===== config.mk =====
export PLATFORM = sky130hd
export DESIGN_NAME = mc_ctrl
export DESIGN_NICKNAME = d
export VERILOG_FILES = /design/src/rtl/mc_ctrl.sv
export SDC_FILE = /design/constraint.sdc
export NUM_CORES = 1
export LEC_CHECK = 0
export CORE_MARGIN = 1.5
export CORE_UTILIZATION = 39
export CTS_CLUSTER_SIZE = 40
export DETAILED_ROUTE_END_ITERATION = 7
export GPL_TIMING_DRIVEN = 0
export PLACE_DENSITY = 0.85
export SETUP_SLACK_MARGIN = 0.5
export SYNTH_ARGS = -nofsm -noshare
export SYNTH_HDL_FRONTEND = slang
export SYNTH_SLANG_ARGS = --single-unit

===== constraint.sdc =====
create_clock -name clk -period 2.8 [get_ports clk]
set_input_delay 0.84 -clock clk [delete_from_list [all_inputs] [get_ports clk]]
set_output_delay 0.84 -clock clk [all_outputs]
set_load 0.05 [all_outputs]

===== src/rtl/mc_ctrl.sv =====
// Multi-cycle control FSM for the MIPS-lite core: FETCH/DECODE/EXE/MEM/WB sequencing.
// Optional build macro MC_CTRL_ILLEGAL_TRAP_EN: unsupported instructions trap into HALT.
module mc_ctrl #(
    parameter int unsigned MEM_WAIT = 0
) (
    input  logic       clk,
    input  logic       reset,
    input  logic [5:0] opcode,
    input  logic [5:0] funct,
    input  logic       zero,
    output logic       pc_wr,
    output logic [1:0] pc_src,
    output logic       ir_wr,
    output logic       reg_wr,
    output logic [1:0] reg_dst,
    output logic [1:0] wd_sel,
    output logic [1:0] ext_op,
    output logic       alu_srcb,
    output logic [1:0] alu_op,
    output logic       mem_wr,
    output logic [2:0] state,
    output logic       instr_done
);

    typedef enum logic [2:0] {
        S_FETCH  = 3'd0,
        S_DECODE = 3'd1,
        S_EXE    = 3'd2,
        S_MEM    = 3'd3,
        S_WB     = 3'd4,
        S_HALT   = 3'd7
    } state_t;

    localparam logic [5:0] OP_RTYPE = 6'b000000;
    localparam logic [5:0] OP_J     = 6'b000010;
    localparam logic [5:0] OP_JAL   = 6'b000011;
    localparam logic [5:0] OP_BEQ   = 6'b000100;
    localparam logic [5:0] OP_ORI   = 6'b001101;
    localparam logic [5:0] OP_LUI   = 6'b001111;
    localparam logic [5:0] OP_LW    = 6'b100011;
    localparam logic [5:0] OP_SW    = 6'b101011;
    localparam logic [5:0] FN_ADDU  = 6'b100001;
    localparam logic [5:0] FN_SUBU  = 6'b100011;
    localparam logic [5:0] FN_JR    = 6'b001000;
    localparam logic [2:0] MEM_LAST = 3'(MEM_WAIT);

    state_t     r_state;
    state_t     w_next;
    logic [2:0] r_mem_cnt;

    logic w_rtype, w_addu, w_subu, w_jr, w_j, w_jal, w_beq;
    logic w_ori, w_lui, w_lw, w_sw, w_supported, w_mem_last;

    assign w_rtype     = (opcode == OP_RTYPE);
    assign w_addu      = w_rtype && (funct == FN_ADDU);
    assign w_subu      = w_rtype && (funct == FN_SUBU);
    assign w_jr        = w_rtype && (funct == FN_JR);
    assign w_j         = (opcode == OP_J);
    assign w_jal       = (opcode == OP_JAL);
    assign w_beq       = (opcode == OP_BEQ);
    assign w_ori       = (opcode == OP_ORI);
    assign w_lui       = (opcode == OP_LUI);
    assign w_lw        = (opcode == OP_LW);
    assign w_sw        = (opcode == OP_SW);
    assign w_supported = w_addu | w_subu | w_jr | w_j | w_jal | w_beq |
                         w_ori | w_lui | w_lw | w_sw;
    assign w_mem_last  = (r_mem_cnt == MEM_LAST);

    // NOTE: sequential state uses non-blocking assignments so every flop samples pre-edge values.
    always_ff @(posedge clk or negedge reset) begin
        if (!reset) begin
            r_state   <= S_FETCH;
            r_mem_cnt <= '0;
        end else begin
            r_state <= w_next;
            // Counter idles at zero outside MEM, so it is already cleared on entry.
            if (r_state == S_MEM && !w_mem_last)
                r_mem_cnt <= r_mem_cnt + 3'd1;
            else
                r_mem_cnt <= '0;
        end
    end

    assign state = r_state;

    always_comb begin
        // NOTE: every combinational output gets a default first so no path can infer a latch.
        w_next     = S_FETCH;
        pc_wr      = 1'b0;
        pc_src     = 2'd0;
        ir_wr      = 1'b0;
        reg_wr     = 1'b0;
        reg_dst    = 2'd0;
        wd_sel     = 2'd0;
        ext_op     = 2'd0;
        alu_srcb   = 1'b0;
        alu_op     = 2'd0;
        mem_wr     = 1'b0;
        instr_done = 1'b0;

        case (r_state)
            S_FETCH: begin
                ir_wr  = 1'b1;
                pc_wr  = 1'b1;
                w_next = S_DECODE;
            end
            S_DECODE: begin
                if (w_j || w_jal) begin
                    pc_wr      = 1'b1;
                    pc_src     = 2'd2;
                    instr_done = 1'b1;
                    if (w_jal) begin
                        reg_wr  = 1'b1;
                        reg_dst = 2'd2;
                        wd_sel  = 2'd2;
                    end
                end else if (w_jr) begin
                    pc_wr      = 1'b1;
                    pc_src     = 2'd3;
                    instr_done = 1'b1;
                end else if (w_supported) begin
                    w_next = S_EXE;
                end else begin
`ifdef MC_CTRL_ILLEGAL_TRAP_EN
                    w_next = S_HALT;
`else
                    instr_done = 1'b1;
`endif
                end
            end
            S_EXE: begin
                if (w_lw || w_sw) begin
                    ext_op   = 2'd1;
                    alu_srcb = 1'b1;
                    w_next   = S_MEM;
                end else if (w_beq) begin
                    alu_op     = 2'd1;
                    ext_op     = 2'd1;
                    pc_src     = 2'd1;
                    pc_wr      = zero;
                    instr_done = 1'b1;
                end else if (w_ori) begin
                    alu_srcb = 1'b1;
                    alu_op   = 2'd2;
                    w_next   = S_WB;
                end else if (w_lui) begin
                    ext_op   = 2'd2;
                    alu_srcb = 1'b1;
                    w_next   = S_WB;
                end else begin
                    alu_op = w_subu ? 2'd1 : 2'd0;
                    w_next = S_WB;
                end
            end
            S_MEM: begin
                if (!w_mem_last) begin
                    w_next = S_MEM;
                end else if (w_sw) begin
                    mem_wr     = 1'b1;
                    instr_done = 1'b1;
                end else begin
                    w_next = S_WB;
                end
            end
            S_WB: begin
                reg_wr     = 1'b1;
                instr_done = 1'b1;
                if (w_lw)
                    wd_sel = 2'd1;
                else if (w_rtype)
                    reg_dst = 2'd1;
            end
            S_HALT: begin
`ifdef MC_CTRL_ILLEGAL_TRAP_EN
                w_next = S_HALT;
`else
                w_next = S_FETCH;
`endif
            end
            default: w_next = S_FETCH;
        endcase

        // While reset is held the FETCH enables must not reach the datapath.
        if (!reset) begin
            pc_wr      = 1'b0;
            pc_src     = 2'd0;
            ir_wr      = 1'b0;
            reg_wr     = 1'b0;
            reg_dst    = 2'd0;
            wd_sel     = 2'd0;
            ext_op     = 2'd0;
            alu_srcb   = 1'b0;
            alu_op     = 2'd0;
            mem_wr     = 1'b0;
            instr_done = 1'b0;
        end
    end

endmodule


==> results of run 1 <==
[per-stage QoR]
| stage | hold slack, ns | setup slack (ns) | cell area [sq um] |
|---|---|---|---|
| after detailed placement | 0.4855 | -1.441 | 1234 |
| after floorplan | 0.4428 | -0.1542 | 883.3 |
| after global placement | 0.4641 | -1.392 | 1234 |
| after CTS | 0.4707 | -0.3725 | 1498 |
[Yosys cell counts, types with 2 or more instances]
cell       n  area share
nor2_1    11       0.062
nor2b_1    7       0.066
nor3_1     7       0.053
dfrtp_1    6        0.23
inv_1      5       0.028
nand2_1    5       0.028
nand3_1    5       0.038
a21oi_1    4       0.030
o21a_1     3       0.034
or2b_2     3       0.039
a31oi_1    2       0.019
ha_1       2       0.038
nand2b_1   2       0.019
nand4b_1   2       0.026
nor4_1     2       0.019
[cell families after synthesis]
logic type | Yosys count
buf+inv | 7
compound gates | 15
flops | 6
simple gates | 56
fa+ha+maj | 2
[repair_timing]
item,in CTS
setup buffers,16
pin swaps,19
gates resized for setup,180
endpoints found under the setup margin,19
gates cloned,0
==> impl_metrics.env, run 1 <==
export IMPL_outcome="stopped before the end"
export IMPL_stop_stage="5_1_grt"
export IMPL_tool_error="[ERROR DPL-0038] Utilization greater than 100%, impossible to legalize"
export IMPL_synth_avg_cell_area_sq_um=7.740
export IMPL_ys_seq_elements=6
export IMPL_synth_area_sq_um=665.6
export IMPL_endpoint_type="top-level output"
export IMPL_num_io_pins=34
export IMPL_cts_max_path_buffers=2
export IMPL_place_hpwl_mm=1.641
export IMPL_gp_routability_congestion=0.8397
export IMPL_synthXorXnorAreaFrac=0
export IMPL_clkSinkCount=6
export IMPL_async_flop_share=1.000
export IMPL_initial_utilization=0.4270
export IMPL_synth_seq_area_share=0.2256
export IMPL_synth_adder_area_share=0.03759
export IMPL_synth_nets=103
export IMPL_synth_top_family_by_area="simple AND/OR/NAND/NOR gates"
export IMPL_yosys_warnings=0
export IMPL_syn_inst=86
export IMPL_cts_root_buf="clkbuf_4"
export IMPL_portBuffers=33
export IMPL_cts_buffers=3
export IMPL_rows=14
export IMPL_ctsHoldBuffers=0
export IMPL_synth_edf_count=0
export IMPL_placed_cells=135
export IMPL_die_x_microns=44.32
export IMPL_synth_area_mux_share=0
export IMPL_synth_cell_types=35
export IMPL_synth_compound_area_share=0.1598
export IMPL_htreeDepth=1
export IMPL_die_h_microns=44.32
export IMPL_ys_flop_type="dfrtp_1"
export IMPL_grt_max_degree=11
export IMPL_synthSimpleGateAreaFrac=0.5207
export IMPL_postGrtWorstEndpoint="instr_done"
==> run 2, diff against run 1 <==
CORE_AREA = 2 2 63 65   (was unset)
CORE_MARGIN = unset   (was 1.5)
CORE_UTILIZATION = unset   (was 39)
CTS_CLUSTER_SIZE = unset   (was 40)
DIE_AREA = 0 0 65 67   (was unset)
PLACE_DENSITY = unset   (was 0.85)
PLACE_DENSITY_LB_ADDON = 0.15   (was unset)
SETUP_SLACK_MARGIN = unset   (was 0.5)
==> impl_metrics.env, run 2 <==
export IMPL_clk_latency_ns=0.22
export IMPL_synth_commonest_cells="11 x nor2_1, 7 x nor2b_1, 7 x nor3_1, 6 x dfrtp_1"
export IMPL_synth_edf_count=0
export IMPL_clk_pin_slew_worst_paths_ns=0.04
export IMPL_async_flop_share=1.000
export IMPL_grt_pass1_vias=811
export IMPL_ys_seq_elements=6
export IMPL_dpl_cell_area_sq_mm=0.001156
export IMPL_final_cell_mix="15 x buf_4, 14 x buf_6, 7 x nor2_1, 6 x dfrtp_1"
export IMPL_crit_fanout=3
export IMPL_drtIter0Drc=27
export IMPL_syn_inst=86
export IMPL_post_drt_wl_per_cell_microns=12.23
export IMPL_ctsHoldBuffers=0
export IMPL_track_usage=0.1125
export IMPL_fin_tns_setup_ns=-0.8052
export IMPL_ys_top_cells_by_area="dfrtp_1 23%, nor2b_1 6.6%, nor2_1 6.2%"
export IMPL_grt_max_degree=13
export IMPL_dr_pass1_iters=4
export IMPL_synth_seq_area_share=0.2256
export IMPL_violations="setup timing"
export IMPL_final_common_cell="buf_4"
export IMPL_portBuffers=33
export IMPL_postLayoutCoreUtil=0.3772
export IMPL_final_cell_area_sq_mm=0.001360
export IMPL_gp_routability_congestion=0.7426
export IMPL_synth_avg_cell_area_sq_um=7.740
export IMPL_nets=155
export IMPL_wl_mm=2.251
export IMPL_worstSetupPathType="in -> out"
export IMPL_htreeDepth=1
export IMPL_worst_slack_ns=-0.2116
export IMPL_place_hpwl_mm=1.797
export IMPL_cts_max_path_buffers=2
export IMPL_viasPerCell=4.484
export IMPL_synth_top_cell_area_share=0.2256
export IMPL_worst_slew_margin_rel=0.6643
export IMPL_slew_viol_final=0
export IMPL_leakagePower_nw=0.5321
export IMPL_finalHoldViolations=0
export IMPL_cts_tree="built"
export IMPL_die_x_microns=65
export IMPL_grt_ovfl_total=0
export IMPL_die_area_sq_mm=0.004355
export IMPL_num_io_pins=34
export IMPL_fin_skew_ns=0.002833
export IMPL_cts_buffers=3
export IMPL_layout_min_cycle_time_ns=3.012
export IMPL_rsz0062_at_grt="true"
export IMPL_post_place_ws_ns=-1.428
export IMPL_ys_flop_type="dfrtp_1"
export IMPL_drive_above_1_share=0.5809
export IMPL_antenna_found_initial=0
export IMPL_rows=22
export IMPL_cts_root_buf="clkbuf_8"
export IMPL_grt_pass1_wl_mm=3.815
export IMPL_vias=825
export IMPL_antenna_left=0
export IMPL_drv_cap=0
export IMPL_setup_viol=5
export IMPL_worst_slew_pin_slew_ns=0.5020
export IMPL_initial_utilization=0.1846
export IMPL_fmax_ghz=0.3321
export IMPL_yosysMostFrequentCell="nor2_1"
export IMPL_die_h_microns=67
export IMPL_cp_end_kind="output pin"
export IMPL_yosys_warnings=0
export IMPL_crit_arrival_ns=2.17
export IMPL_synth_area_sq_um=665.6
export IMPL_clkSinkCount=6
export IMPL_peakVddDrop_mv=0.1609
export IMPL_min_period_over_period=1.076
export IMPL_required_ns=1.96
export IMPL_area_delta_synth_final_pct=104.3
export IMPL_nFillCells=381
export IMPL_core_sq_mm=0.003606
export IMPL_synth_nets=103
export IMPL_yosysTopAreaCell="dfrtp_1"
export IMPL_diodes=0
export IMPL_hold_path_class="reg -> reg"
export IMPL_synth_cell_types=35
export IMPL_drc=0
export IMPL_outcome="finished with violations"
export IMPL_timing_critical_path_from_type="input port"
export IMPL_rrSetupSlack_ns=1.55
export IMPL_p_per_area_mw_per_mm2=411.0
run 2: cell counts after synthesis:
No cell type changed its count.
run 2: cell type report:
class,instances,area [sq um],share of cell area
inverter,5,18.77,0.01380
tap,48,60.06,0.04416
multi-input combinational,73,646.9,0.4756
clock buffer,3,41.29,0.03036
buffer,2,22.52,0.01656
sequential,6,150.1,0.1104
timing repair buffer,47,420.4,0.3091
run 2: final timing paths:
kind                                 to         start  cells past startpoint
max                          instr_done      funct[5]                      5
min                        r_mem_cnt[0]  r_mem_cnt[0]                      1
max reg2reg                    state[0]  r_mem_cnt[0]                      5
min reg2reg                r_mem_cnt[0]  r_mem_cnt[0]                      1
max in group asynchronous  r_mem_cnt[0]         reset                      1
min in group asynchronous      state[0]         reset                      1
run 2: cell families after synthesis:
kind of cell | after synthesis | share of synthesized area
fa+ha+maj | 2 | 0.03759
buf+inv | 7 | 0.05640
compound gates | 15 | 0.1598
simple gates | 56 | 0.5207
flops | 6 | 0.2256
run 2: repair_timing:
item                                    CTS  global route
endpoints found under the setup margin   16            14
pin swaps                                13            10
buffers inserted                          8             6
resized for setup                       157            28
run 2: power breakdown:
| part | switching [mW] | internal [mW] | total, mW | leakage (nW) |
|---|---|---|---|---|
| clock | 0.0381 | 0.0925 | 0.131 | 0.0216 |
| sequential | 0.00937 | 0.0964 | 0.106 | 0.0815 |
| combinational | 0.191 | 0.132 | 0.323 | 0.429 |
run 2: critical path, stage by stage:
cell           delay [ns]
dlygate4sd2_1        0.26
and4_4               0.16
or4_4                0.54
a31oi_4              0.19
buf_6                0.17
run 2: through the flow:
stage	std cells	hold WS [ns]	power [mW]
after CTS	178	0.4779	0.5547
after global placement	167	0.4542	0.4138
final	184	0.4687	0.5590
after detailed placement	167	0.4732	0.4146
after floorplan	86	0.4428	0.3223
after global routing	184	0.4792	0.5951
run 2: routing by layer:
| layer | vias to the layer above | global-route usage | share of wire |
|---|---|---|---|
| met5 | - | 0 | 0 |
| met4 | 0 | 0.03191 | 0.0067 |
| met3 | 2 | 0.02196 | 0.044 |
| met2 | 19 | 0.2036 | 0.53 |
| met1 | 390 | 0.1340 | 0.41 |
| li1 | 414 | - | - |
Note: power is estimated with default switching activity, not from simulation.
==> run 3, diff against run 2 <==
CTS_CLUSTER_DIAMETER = 60   (was unset)
==> results of run 3 <==
No change in the layout: final DEF, timing and power equal those of run 2.
==> run 4, diff against run 3 <==
RECOVER_POWER = 100   (was unset)
==> impl_metrics.env, run 4 (synthesis gave the netlist of run 2 again) <==
export IMPL_clk_pin_slew_worst_paths_ns=0.04
export IMPL_post_place_ws_ns=-1.428
export IMPL_violations="setup timing"
export IMPL_worst_slew_margin_rel=0.6595
export IMPL_gp_routability_congestion=0.7426
export IMPL_layout_min_cycle_time_ns=3.012
export IMPL_cts_root_buf="clkbuf_8"
export IMPL_die_area_sq_mm=0.004355
export IMPL_nFillCells=383
export IMPL_peakVddDrop_mv=0.1575
export IMPL_startpoint="funct[5]"
export IMPL_rows=22
export IMPL_wl_mm=2.243
export IMPL_cts_tree="built"
export IMPL_slew_viol_final=0
export IMPL_whs_ns=0.4687
export IMPL_final_cell_mix="14 x buf_6, 11 x buf_4, 7 x nor2_1, 6 x clkbuf_2, 6 x dfrtp_1"
export IMPL_ctsHoldBuffers=0
export IMPL_antenna_left=0
export IMPL_fmax_ghz=0.3321
export IMPL_critPathTopFamily="simple AND/OR/NAND/NOR gates"
export IMPL_viasPerCell=4.495
export IMPL_clk_latency_ns=0.22
export IMPL_cts_max_path_buffers=2
export IMPL_post_drt_wl_per_cell_microns=12.19
export IMPL_vias=827
export IMPL_worst_slack_ns=-0.2116
export IMPL_cts_buffers=3
export IMPL_path_cells="dlygate4sd2_1, and4_4, or4_4, a31oi_4, buf_6"
export IMPL_worst_slew_pin_slew_ns=0.5091
export IMPL_diodes=0
export IMPL_critical_path_max_stage_delay_ns=0.54
export IMPL_cp_slowest_cell="or4_4"
export IMPL_timing_critical_path_from_type="input port"
export IMPL_power_mw=0.5544
export IMPL_place_hpwl_mm=1.797
export IMPL_die_x_microns=65
export IMPL_required_ns=1.96
export IMPL_drive_above_1_share=0.5662
export IMPL_die_h_microns=67
export IMPL_outcome="finished with violations"
export IMPL_track_usage=0.1125
export IMPL_min_from="r_mem_cnt[0]"
export IMPL_initial_utilization=0.1846
export IMPL_drc=0
export IMPL_r2r_start="r_mem_cnt[0]"
export IMPL_clkSinkCount=6
export IMPL_min_period_over_period=1.076
export IMPL_area_delta_synth_final_pct=103.2
export IMPL_portBuffers=33
export IMPL_postLayoutCoreUtil=0.3751
export IMPL_htreeDepth=1
export IMPL_final_common_cell="buf_6"
export IMPL_grt_max_degree=13
export IMPL_crit_buf_inv=2
export IMPL_drtIter0Drc=37
export IMPL_drv_cap=0
export IMPL_core_sq_mm=0.003606
export IMPL_antenna_found_initial=0
export IMPL_dr_pass1_iters=4
export IMPL_grt_pass1_vias=811
export IMPL_hold_path_class="reg -> reg"
export IMPL_fin_skew_ns=0.002877
export IMPL_num_io_pins=34
export IMPL_finalHoldViolations=0
export IMPL_multi_input_area_sq_um=646.9
export IMPL_grt_pass1_wl_mm=3.815
export IMPL_seqCellArea_sq_um=150.1
export IMPL_rsz0062_at_grt="true"
export IMPL_worstSetupPathType="in -> out"
export IMPL_crit_arrival_ns=2.17
export IMPL_p_per_area_mw_per_mm2=409.9
export IMPL_leakagePower_nw=0.5304
export IMPL_grt_ovfl_total=0
export IMPL_setup_viol=6
export IMPL_nets=155
export IMPL_cp_end_kind="output pin"
export IMPL_crit_fanout=3
-- run 4: cell types whose count changed in the layout (fill, tap and decap cells not counted), sizes merged --
| cell | before | now |
|---|---|---|
| clkdlybuf4s50 | 4 | 1 |
| dlygate4sd3 | 0 | 3 |
| buf | 37 | 31 |
| clkbuf | 9 | 15 |
-- run 4: final cells by class --
cell class                 instances  share of cell area
inverter                           5             0.01388
multi-input combinational         73              0.4783
tap                               48             0.04440
clock buffer                       3             0.03053
sequential                         6              0.1110
buffer                             2             0.01665
timing repair buffer              47              0.3053
-- run 4: report_power, final --
group	internal (mW)	switching (mW)	leakage [nW]
clock	0.0925	0.0381	0.0216
combinational	0.128	0.191	0.427
sequential	0.0964	0.00896	0.0815
total	0.316	0.238	0.530
-- run 4: per-layer routing --
layer  up-vias  wire (microns)  global-route usage
met4         0              15             0.03191
met1       393             934              0.1340
met5         -               0                   0
met2        18            1198              0.2036
li1        414               -                   -
met3         2              95             0.02196
-- run 4: timing repair --
item                                    CTS  global route
pin swaps                                13            10
setup buffers                             8             6
endpoints found under the setup margin   16            14
resized for setup                       157            28
-- run 4: stage by stage --
step           instance area (sq um)  TNS (ns)  std cells
2_1_floorplan                  765.7    -1.255         86
4_1_cts                         1265    -1.171        178
5_1_grt                         1353    -1.406        184
6_report                        1353   -0.8041        184
3_5_place_dp                    1156    -18.79        167
3_3_place_gp                    1156    -18.84        167
-- run 4: path summary, 6_finish.rpt --
kind	to	slack, ns	cells past startpoint
max in group asynchronous	r_mem_cnt[0]	2.17	1
worst min register to register	r_mem_cnt[0]	0.47	1
worst max register to register	state[0]	1.55	5
min in group asynchronous	state[0]	0.48	1
worst max-delay path	instr_done	-0.21	5
worst min-delay path	r_mem_cnt[0]	0.47	1
